## src/rtl/ps2_game_input_pkg.sv

```systemverilog
// rtl/ps2_game_input_pkg.sv - shared scan-code constants and prefix FSM encoding
package ps2_game_pkg;

  localparam logic [7:0] SC_BREAK  = 8'hF0;
  localparam logic [7:0] SC_EXT    = 8'hE0;
  localparam logic [7:0] SC_E1     = 8'hE1;
  localparam logic [7:0] SC_BAT    = 8'hAA;
  localparam logic [7:0] SC_ACK    = 8'hFA;
  localparam logic [7:0] SC_RESEND = 8'hFE;
  localparam logic [7:0] SC_ECHO   = 8'hEE;
  localparam logic [7:0] SC_ERR0   = 8'h00;
  localparam logic [7:0] SC_ERR1   = 8'hFF;
  localparam logic [7:0] SC_LEFT   = 8'h6B;
  localparam logic [7:0] SC_RIGHT  = 8'h74;
  localparam logic [7:0] SC_SPACE  = 8'h29;
  localparam logic [7:0] SC_P      = 8'h4D;

  // Bytes that follow the E1 of the Pause sequence
  localparam logic [2:0] E1_SKIP_LEN = 3'd7;

  typedef enum logic [2:0] {
    ST_IDLE,
    ST_EXT,
    ST_BRK,
    ST_EXT_BRK,
    ST_SKIP
  } state_e;

  // Controller housekeeping bytes that never form a key event
  function automatic logic is_ignored(input logic [7:0] b);
    return (b == SC_BAT) || (b == SC_ACK) || (b == SC_RESEND) ||
           (b == SC_ECHO) || (b == SC_ERR0) || (b == SC_ERR1);
  endfunction

endpackage

```

## src/rtl/ps2_game_input_if.sv

```systemverilog
// rtl/ps2_game_input_if.sv - scan byte input and per-channel control outputs
interface ps2_game_input_if #(
  parameter int NUM_KEYS = 4
) ();
  logic                key_valid;
  logic [7:0]          key_data;
  logic                clear_toggles;
  logic [NUM_KEYS-1:0] key_held;
  logic [NUM_KEYS-1:0] key_press;
  logic [NUM_KEYS-1:0] key_action;
  logic                unknown_code;

  modport master (
    output key_valid, key_data, clear_toggles,
    input  key_held, key_press, key_action, unknown_code
  );

  modport slave (
    input  key_valid, key_data, clear_toggles,
    output key_held, key_press, key_action, unknown_code
  );
endinterface

```

## src/rtl/ps2_game_input_rate_limiter.sv

```systemverilog
// rtl/ps2_game_input_rate_limiter.sv - auto-repeat pulse generator for one held channel
module ps2_rate_limiter #(
  parameter int PERIOD = 5_000_000
) (
  input  logic clk_i,
  input  logic rst_i,
  input  logic start_i,
  input  logic run_i,
  output logic pulse_o
);
  localparam int CW = $clog2(PERIOD);
  localparam logic [CW-1:0] RELOAD = CW'(PERIOD - 1);

  logic [CW-1:0] cnt_q, cnt_d;
  logic          pulse_q, pulse_d;

  // start wins over expiry so a coincident press yields a single pulse
  always_comb begin
    cnt_d   = cnt_q;
    pulse_d = 1'b0;
    if (start_i) begin
      cnt_d   = RELOAD;
      pulse_d = 1'b1;
    end else if (run_i) begin
      if (cnt_q == '0) begin
        cnt_d   = RELOAD;
        pulse_d = 1'b1;
      end else begin
        cnt_d = cnt_q - 1'b1;
      end
    end
  end

  always_ff @(posedge clk_i) begin
    if (rst_i) begin
      cnt_q   <= '0;
      pulse_q <= 1'b0;
    end else begin
      cnt_q   <= cnt_d;
      pulse_q <= pulse_d;
    end
  end

  assign pulse_o = pulse_q;
endmodule

```

## src/rtl/ps2_game_input.sv

```systemverilog
// rtl/ps2_game_input.sv - PS/2 scan byte decoder to programmable game control channels
module ps2_game_input
  import ps2_game_pkg::*;
#(
  parameter int                      NUM_KEYS    = 4,
  parameter logic [9*NUM_KEYS-1:0]   KEY_CODES   = {9'h04D, 9'h029, 9'h174, 9'h16B},
  parameter logic [NUM_KEYS-1:0]     TOGGLE_MASK = 4'b1000,
  parameter logic [NUM_KEYS-1:0]     REPEAT_MASK = 4'b0100,
  parameter int                      FIRE_PERIOD = 5_000_000
) (
  input logic clock_i,
  input logic reset_i,
  ps2_game_input_if.slave bus
);
  state_e              state_q, state_d;
  logic [2:0]          skip_q, skip_d;
  logic                make_ev, brk_ev, ext_ev;
  logic [NUM_KEYS-1:0] hit;
  logic [NUM_KEYS-1:0] held_q, held_d, press_q, press_d, toggle_q, toggle_d;
  logic [NUM_KEYS-1:0] action;
  logic                unknown_q, unknown_d;

  always_comb begin
    state_d = state_q;
    skip_d  = skip_q;
    make_ev = 1'b0;
    brk_ev  = 1'b0;
    ext_ev  = 1'b0;
    if (bus.key_valid) begin
      case (state_q)
        ST_IDLE, ST_EXT: begin
          if (bus.key_data == SC_BREAK) begin
            state_d = (state_q == ST_EXT) ? ST_EXT_BRK : ST_BRK;
          end else if (bus.key_data == SC_EXT) begin
            state_d = ST_EXT;
          end else if (bus.key_data == SC_E1) begin
            state_d = ST_SKIP;
            skip_d  = E1_SKIP_LEN;
          end else if (state_q == ST_IDLE && is_ignored(bus.key_data)) begin
            state_d = ST_IDLE;
          end else begin
            make_ev = 1'b1;
            ext_ev  = (state_q == ST_EXT);
            state_d = ST_IDLE;
          end
        end
        ST_BRK: begin
          brk_ev  = 1'b1;
          state_d = ST_IDLE;
        end
        ST_EXT_BRK: begin
          brk_ev  = 1'b1;
          ext_ev  = 1'b1;
          state_d = ST_IDLE;
        end
        ST_SKIP: begin
          skip_d = skip_q - 3'd1;
          if (skip_q == 3'd1) state_d = ST_IDLE;
        end
        default: state_d = ST_IDLE;
      endcase
    end
  end

  // Several channels may share a code; every matching channel reacts
  always_comb begin
    for (int i = 0; i < NUM_KEYS; i++) begin
      hit[i] = ({ext_ev, bus.key_data} == KEY_CODES[9*i +: 9]);
    end
  end

  always_comb begin
    held_d    = held_q;
    press_d   = '0;
    toggle_d  = toggle_q;
    unknown_d = (make_ev || brk_ev) && (hit == '0);
    for (int i = 0; i < NUM_KEYS; i++) begin
      if (make_ev && hit[i] && !held_q[i]) begin
        held_d[i]  = 1'b1;
        press_d[i] = 1'b1;
        if (TOGGLE_MASK[i]) toggle_d[i] = ~toggle_q[i];
      end else if (brk_ev && hit[i]) begin
        held_d[i] = 1'b0;
      end
    end
    if (bus.clear_toggles) toggle_d = '0;
  end

  always_ff @(posedge clock_i) begin
    if (reset_i) begin
      state_q   <= ST_IDLE;
      skip_q    <= '0;
      held_q    <= '0;
      press_q   <= '0;
      toggle_q  <= '0;
      unknown_q <= 1'b0;
    end else begin
      state_q   <= state_d;
      skip_q    <= skip_d;
      held_q    <= held_d;
      press_q   <= press_d;
      toggle_q  <= toggle_d;
      unknown_q <= unknown_d;
    end
  end

  for (genvar g = 0; g < NUM_KEYS; g++) begin : g_ch
    if (TOGGLE_MASK[g]) begin : g_toggle
      assign action[g] = toggle_q[g];
    end else if (REPEAT_MASK[g]) begin : g_repeat
      ps2_rate_limiter #(.PERIOD(FIRE_PERIOD)) u_rl (
        .clk_i   (clock_i),
        .rst_i   (reset_i),
        .start_i (press_d[g]),
        .run_i   (held_d[g]),
        .pulse_o (action[g])
      );
    end else begin : g_level
      assign action[g] = held_q[g];
    end
  end

  assign bus.key_held     = held_q;
  assign bus.key_press    = press_q;
  assign bus.key_action   = action;
  assign bus.unknown_code = unknown_q;
endmodule
```

## src/flat_wrapper.sv

```systemverilog
// flat-port wrapper written by rule: the top's interface ports become plain ports
module ps2_game_input_flat import ps2_game_pkg::*;
#(
  parameter int                      NUM_KEYS    = 4,
  parameter logic [9*NUM_KEYS-1:0]   KEY_CODES   = {9'h04D, 9'h029, 9'h174, 9'h16B},
  parameter logic [NUM_KEYS-1:0]     TOGGLE_MASK = 4'b1000,
  parameter logic [NUM_KEYS-1:0]     REPEAT_MASK = 4'b0100,
  parameter int                      FIRE_PERIOD = 5_000_000
)
  (clock_i, reset_i, bus_key_valid, bus_key_data, bus_clear_toggles, bus_key_held, bus_key_press, bus_key_action, bus_unknown_code);
  ps2_game_input_if #(.NUM_KEYS(NUM_KEYS)) bus_i ();
  input logic clock_i;
  input logic reset_i;
  input wire logic [$bits(bus_i.key_valid)-1:0] bus_key_valid;
  input wire logic [$bits(bus_i.key_data)-1:0] bus_key_data;
  input wire logic [$bits(bus_i.clear_toggles)-1:0] bus_clear_toggles;
  output wire logic [$bits(bus_i.key_held)-1:0] bus_key_held;
  output wire logic [$bits(bus_i.key_press)-1:0] bus_key_press;
  output wire logic [$bits(bus_i.key_action)-1:0] bus_key_action;
  output wire logic [$bits(bus_i.unknown_code)-1:0] bus_unknown_code;
  assign bus_i.key_valid = bus_key_valid;
  assign bus_i.key_data = bus_key_data;
  assign bus_i.clear_toggles = bus_clear_toggles;
  assign bus_key_held = bus_i.key_held;
  assign bus_key_press = bus_i.key_press;
  assign bus_key_action = bus_i.key_action;
  assign bus_unknown_code = bus_i.unknown_code;
  ps2_game_input #(.NUM_KEYS(NUM_KEYS), .KEY_CODES(KEY_CODES), .TOGGLE_MASK(TOGGLE_MASK), .REPEAT_MASK(REPEAT_MASK), .FIRE_PERIOD(FIRE_PERIOD)) u_core (.clock_i(clock_i), .reset_i(reset_i), .bus(bus_i));
endmodule
```

## config.mk

```make
export PLATFORM = sky130hd
export DESIGN_NAME = ps2_game_input_flat
export DESIGN_NICKNAME = d
export VERILOG_FILES = /design/src/rtl/ps2_game_input_pkg.sv /design/src/rtl/ps2_game_input_if.sv /design/src/rtl/ps2_game_input_rate_limiter.sv /design/src/rtl/ps2_game_input.sv /design/src/flat_wrapper.sv
export SDC_FILE = /design/constraint.sdc
export NUM_CORES = 1
export LEC_CHECK = 0
export CAP_MARGIN = 20
export CORE_ASPECT_RATIO = 0.8
export CORE_MARGIN = 2
export CORE_UTILIZATION = 52
export CTS_BUF_LIST = sky130_fd_sc_hd__clkbuf_4
export CTS_CLUSTER_SIZE = 30
export DETAILED_ROUTE_END_ITERATION = 10
export GPL_TIMING_DRIVEN = 0
export PLACE_DENSITY = 0.9
export SYNTH_ARGS = -nofsm -noshare
export SYNTH_HDL_FRONTEND = slang
export SYNTH_SLANG_ARGS = --single-unit
```

## constraint.sdc

```tcl
create_clock -name clock_i -period 2.35 [get_ports clock_i]
set_clock_uncertainty 0.15 [all_clocks]
set_input_delay 0.3525 -clock clock_i [delete_from_list [all_inputs] [get_ports clock_i]]
set_output_delay 0.3525 -clock clock_i [all_outputs]
set_load 0.02 [all_outputs]
```

; After elaboration in Yosys (flattened, before gate mapping)
; Cells that the tools add are included.
; W data, S select, Z words.
[totals]
output_inout_bits = 13
ff_bits = 40
[classes]
n_reduce_logical = 39
addsub = 2
muxes = 42
bitwise_logic = 1
eq_ne = 21
[op_table]
columns = operator, n
row1 = $mux W23, 3
row2 = $eq A8 B8 Y1 const B, 8
row3 = $mux W1, 29
row4 = $logic_not A23 Y1, 1
row5 = $sub A23 B1 Y23 const B, 1
row6 = $mux W3, 7
row7 = $eq A9 B9 Y1 const B, 2
row8 = $logic_and A1 B1 Y1, 14
row9 = $pmux W3 S2, 2
row10 = $reduce_bool A2 Y1, 5
row11 = $eq A9 B6 Y1 const B, 1
row12 = $eq A9 B7 Y1 const B, 1
row13 = $logic_not A8 Y1, 1
row14 = $reduce_or A2 Y1, 4
row15 = $eq A3 B1 Y1 const B, 2
row16 = $eq A3 B2 Y1 const B, 2
row17 = $logic_or A1 B1 Y1, 6
row18 = $reduce_and A5 Y1, 1
row19 = $logic_not A1 Y1, 4
row20 = $logic_not A4 Y1, 1
row21 = $ne A2 B1 Y1 const B, 2
row22 = $ne A2 B2 Y1 const B, 2
row23 = $eq A3 B3 Y1 const B, 1
row24 = $logic_not A3 Y1, 1
row25 = 4 further kinds, 4

; Logic depth before layout (Yosys ltp)
[depth]
ltp_word = 19
mapped_depth = 9
ltp_nobuf = 7

; By module
; Synthesis repeated with hierarchy kept, for this count alone.
[hier_totals]
cells_unflattened = 251
hier_area_um2 = 2165.8
[by_module_without_submodules]
columns = module, area_per_inst_um2, cells_per_inst, n_inst, seq_area_each_um2
row1 = ps2_rate_limiter, 1252.5, 143, 1, 480.5
row2 = ps2_game_input, 913.4, 108, 1, 320.3

; Least setup slack after synthesis
; No wires, ideal clock.
[synth_path]
kind = register to register
start = register u_core.g_ch[2].g_repeat.u_rl.cnt_q[0]
end = register u_core.g_ch[2].g_repeat.u_rl.cnt_q[18]
slack_ns = -0.173
setup_ns = 0.074
synth_period_minus_slack_ns = 2.523
t_arrival_ns = 2.298
stages_incl_launch_ff = 8
cell_sequence = dfxtp_1 -> inv_1 -> ha_1 -> or4b_4 -> or4_1 -> buf_2 -> or4_1 -> a31oi_1
[synth_via]
elab_chain_cells = 4
elab_cells_between_ends = 5
classes_between = add/sub: 1 / mux: 3 / reduce/logical: 1
[synth_lines]
columns = item, line
row1 = from (decl), ps2_game_input_rate_limiter.sv:14  ; logic [CW-1:0] cnt_q, cnt_d;
row2 = from (signal assigned), ps2_game_input_rate_limiter.sv:39  ; cnt_q <= cnt_d;
row3 = $sub A23 B1 Y23 / $logic_not A23 Y1 (equally long branches), "ps2_game_input_rate_limiter.sv:29, ps2_game_input_rate_limiter.sv:25"
row4 = $mux W23 (*), ps2_game_input_rate_limiter.sv:25  ; if (cnt_q == '0) begin
row5 = $mux W23 (*), ps2_game_input_rate_limiter.sv:24  ; end else if (run_i) begin
row6 = $mux W23 (*), ps2_game_input_rate_limiter.sv:21  ; if (start_i) begin
; Mark *: on every way between the ends. The rest lies on a longest branch, timed or not. The select of a mux whose other input is x is not followed.
; A chain may end at the register's enable or synchronous reset.

; Worst setup path after layout
[layout_path]
start = register u_core.g_ch[2].g_repeat.u_rl.cnt_q[0]
end = register u_core.g_ch[2].g_repeat.u_rl.cnt_q[22]
; Same word-level chain as after synthesis.

==> flow_summary.json <==
{
  "status": "complete, but fails checks",
  "failed_checks": "negative setup slack",
  "numCtsBuffers": 5,
  "p_comb_share_pct": 13.1,
  "rsz0062_at_grt": "yes",
  "cp-start-kind": "flip-flop",
  "power_mw": 1.188,
  "finalCriticalPeriod_ns": 2.661,
  "max_freq_mhz": 375.8,
  "synthCells": 257,
  "synth_area_leaders": "dfxtp_1 (37%), nor2_1 (5.1%), a21oi_1 (4.4%)",
  "overflow": 0,
  "die_w_um": 75.95,
  "first_global_vias": 1976,
  "antenna_cells": 0,
  "routedWlPerCell_um": 18.98,
  "first_pass_iters": 6,
  "hold_viol": 0,
  "antenna_found_initial": 0,
  "synth.avg_cell_area_sq_um": 8.379,
  "hold_ws_ns": 0.3413,
  "p_switching_mw": 0.3275,
  "cp.required_ns": 2.44,
  "root_buffer": "clkbuf_4",
  "endpoint_kind": "flip-flop",
  "slew_headroom_pct": 60.27,
  "power_density_mw_per_mm2": 421.0,
  "io_pins": 25,
  "routabilityCongestion": 0.9246,
  "nNetsFinal": 318,
  "post-route-util_pct": 72.77,
  "routed_via_density": 6.799,
  "worst_slack_ns": -0.3113,
  "p_leak_nw": 1.017,
  "swShare_pct": 27.55,
  "min_path_type": "reg -> reg",
  "area_growth_pct": 31.09,
  "syn_nets": 272,
  "p_seq_share_pct": 58.2,
  "ctsHtreeMaxLevel": 2,
  "placed_cell_area_sq_mm": 0.002477,
  "synth-seq-cells": 40,
  "clk_latency_ns": 0.36,
  "wl_um": 6814,
  "synthArstFlopShare_pct": 0,
  "grt_usage_pct": 25.72,
  "p_int_mw": 0.8609,
  "slowest_delay_ns": 0.58,
  "die-area_sq_mm": 0.004675,
  "synth.yosys.warnings": 0,
  "clockBufferDepth": 2,
  "crit_arrival_ns": 2.75,
  "drt_iter0_drc": 459,
  "fp.dieH_um": 61.56,
  "crit_chain": "inv_2 > ha_4 > or4b_4 > or4_4 > buf_6 > nor4b_4 > xnor2_1 > a21oi_1",
  "yosysSeqAreaShare_pct": 37.19,
  "row_count": 20,
  "period_share_pct": 113.2,
  "slew_viol_final": 0,
  "setup_violations": 21,
  "drc": 0,
  "ant_nets": 0,
  "maxCapViolations": 0,
  "vias": 2441,
  "layout.cells.non_filler": 359,
  "tns_ns": -3.701,
  "path_clk_slew_ns": 0.12,
  "grt_max_degree": 13,
  "cts.sink_count": 40,
  "preCtsSetupSlack_ns": -0.7637,
  "core_sq_mm": 0.003879,
  "hpwlAfterDp_um": 3625,
  "slowest_stage": "or4_4",
  "clkPwrFrac_pct": 28.8,
  "crit_type": "reg -> reg",
  "initial_core_util_pct": 55.52,
  "synth_area_leader_cell": "dfxtp_1",
  "placed_cells": 335,
  "synth_edf_count": 0,
  "ir_worst_vdd_mv": 0.2977,
  "placement.io_buffers": 23,
  "design_area_sq_mm": 0.002823,
  "synth_cell_types": 52,
  "tightest_slew_ns": 0.5914,
  "netlist_area_sq_mm": 0.002153,
  "grt_pass1_wl_um": 9439,
  "yosysTopAreaCellShare_pct": 37.19,
  "cts_tree": "done",
  "ys_dominant_reg_cell": "dfxtp_1",
  "drive_gt1_share_pct": 18.75,
  "path_max_fanout": 5
}
[logic make-up (layout without fill, tap and decap cells)]
group                    after synthesis  after routing  share of synthesized area, %
buffers and inverters                 21             67                         4.300
AND/OR/NAND/NOR                      123            123                         33.93
multiplexers                           1              1                        0.4649
flip-flops                            40             40                         37.19
XOR/XNOR                              13             13                         5.288
adder cells (fa/ha/maj)                3              3                         1.743
AO/OA/AOI/OAI                         56             57                         17.08
[worst max-delay path: cells and delay by family (launching register included)]
family                   cells  cell delay, ns
AND/OR/NAND/NOR              3            1.34
flip-flops                   1            0.35
buffers and inverters        2            0.24
XOR/XNOR                     1            0.20
adder cells (fa/ha/maj)      1            0.14
AO/OA/AOI/OAI                1            0.12
[synthesized netlist by cell type, types with 5 or more instances]
| cell | count |
|---|---|
| xnor2_1 | 8 |
| nor2_1 | 29 |
| clkbuf_1 | 9 |
| nor4_1 | 15 |
| nand2_1 | 13 |
| or4_1 | 8 |
| inv_1 | 7 |
| o21ai_0 | 9 |
| nand3_1 | 10 |
| xor2_1 | 5 |
| o31ai_1 | 6 |
| a21oi_1 | 19 |
| dfxtp_1 | 40 |
| nor3_1 | 11 |
[final timing paths]
path         cells past startpoint                                                 from                                             endpoint  slack, ns
max                              8   u_core.g_ch[2].g_repeat.u_rl.cnt_q[0]$_SDFFE_PP0P_  u_core.g_ch[2].g_repeat.u_rl.cnt_q[22]$_SDFFE_PP0P_      -0.31
min                              2  u_core.g_ch[2].g_repeat.u_rl.cnt_q[17]$_SDFFE_PP0P_  u_core.g_ch[2].g_repeat.u_rl.cnt_q[17]$_SDFFE_PP0P_       0.34
max reg2reg                      8   u_core.g_ch[2].g_repeat.u_rl.cnt_q[0]$_SDFFE_PP0P_  u_core.g_ch[2].g_repeat.u_rl.cnt_q[22]$_SDFFE_PP0P_      -0.31
min reg2reg                      2  u_core.g_ch[2].g_repeat.u_rl.cnt_q[17]$_SDFFE_PP0P_  u_core.g_ch[2].g_repeat.u_rl.cnt_q[17]$_SDFFE_PP0P_       0.34
[sequential cells by signal, indices dropped and copies added, names as in the netlist]
| signal | cells |
|---|---|
| u_core.g_ch.g_repeat.u_rl.cnt_q | 23 |
| u_core.g_ch.g_repeat.u_rl.pulse_o | 1 |
| u_core.bus.key_press | 4 |
| u_core.skip_q | 3 |
| u_core.bus.key_held | 4 |
| u_core.toggle_q | 1 |
| u_core.state_q | 3 |
| u_core.bus.unknown_code | 1 |
[final cells by class]
type	count	area [sq um]
multi-input combinational	197	1415
fill	259	1056
sequential	40	803.3
timing repair buffer	42	390.4
tap	55	68.82
buffer	10	67.56
clock buffer	5	37.54
inverter	7	26.28
clock inverter	3	13.76
[repair_timing]
action                                  in CTS  in global routing
hold buffers                                 0                  0
hold endpoints to repair                     0                  0
endpoints found under the setup margin      23                 25
pin swaps                                    9                 15
setup buffers                               10                  8
resized for setup                           22                 14
cloned                                       1                  1
[cells in the final DEF, fill, tap and decap left out, drive strengths merged, types with 2 or more instances in the layout]
| cell type | count |
|---|---|
| dfxtp | 40 |
| nor2 | 29 |
| buf | 23 |
| a21oi | 21 |
| clkdlybuf4s50 | 20 |
| nor4 | 16 |
| nand2 | 13 |
| nor3 | 11 |
| clkbuf | 11 |
| nand3 | 10 |
| o21ai | 10 |
| xnor2 | 8 |
| or4 | 8 |
| inv | 7 |
| o31ai | 6 |
| xor2 | 5 |
| nand2b | 4 |
| or3 | 4 |
| a211oi | 4 |
| nand4bb | 4 |
| and2 | 3 |
| and3 | 3 |
| nor4bb | 3 |
| dlygate4sd2 | 3 |
| or4b | 3 |
| ha | 3 |
| clkinv | 3 |
| nand3b | 2 |
| nor3b | 2 |
| o31a | 2 |
| nand4b | 2 |
| a31oi | 2 |
| a21boi | 2 |
| o41ai | 2 |
[power groups by stage]
stage / clock network (mW) / registers (mW) / logic, mW
after floorplan: 0 / 0.706 / 0.0764
after global placement: 0 / 0.706 / 0.122
after detailed placement: 0 / 0.706 / 0.125
after CTS: 0.339 / 0.691 / 0.138
after global routing: 0.364 / 0.692 / 0.165
final: 0.342 / 0.691 / 0.155
[metal layers]
metal	global-route usage (%)	vias up	wire length [um]
li1	-	1056	-
met4	13.25	0	314
met1	32.70	1118	2713
met5	0	-	0
met3	4.985	55	688
met2	43.24	212	3097
No activity file was read; power rests on OpenSTA's default activity.
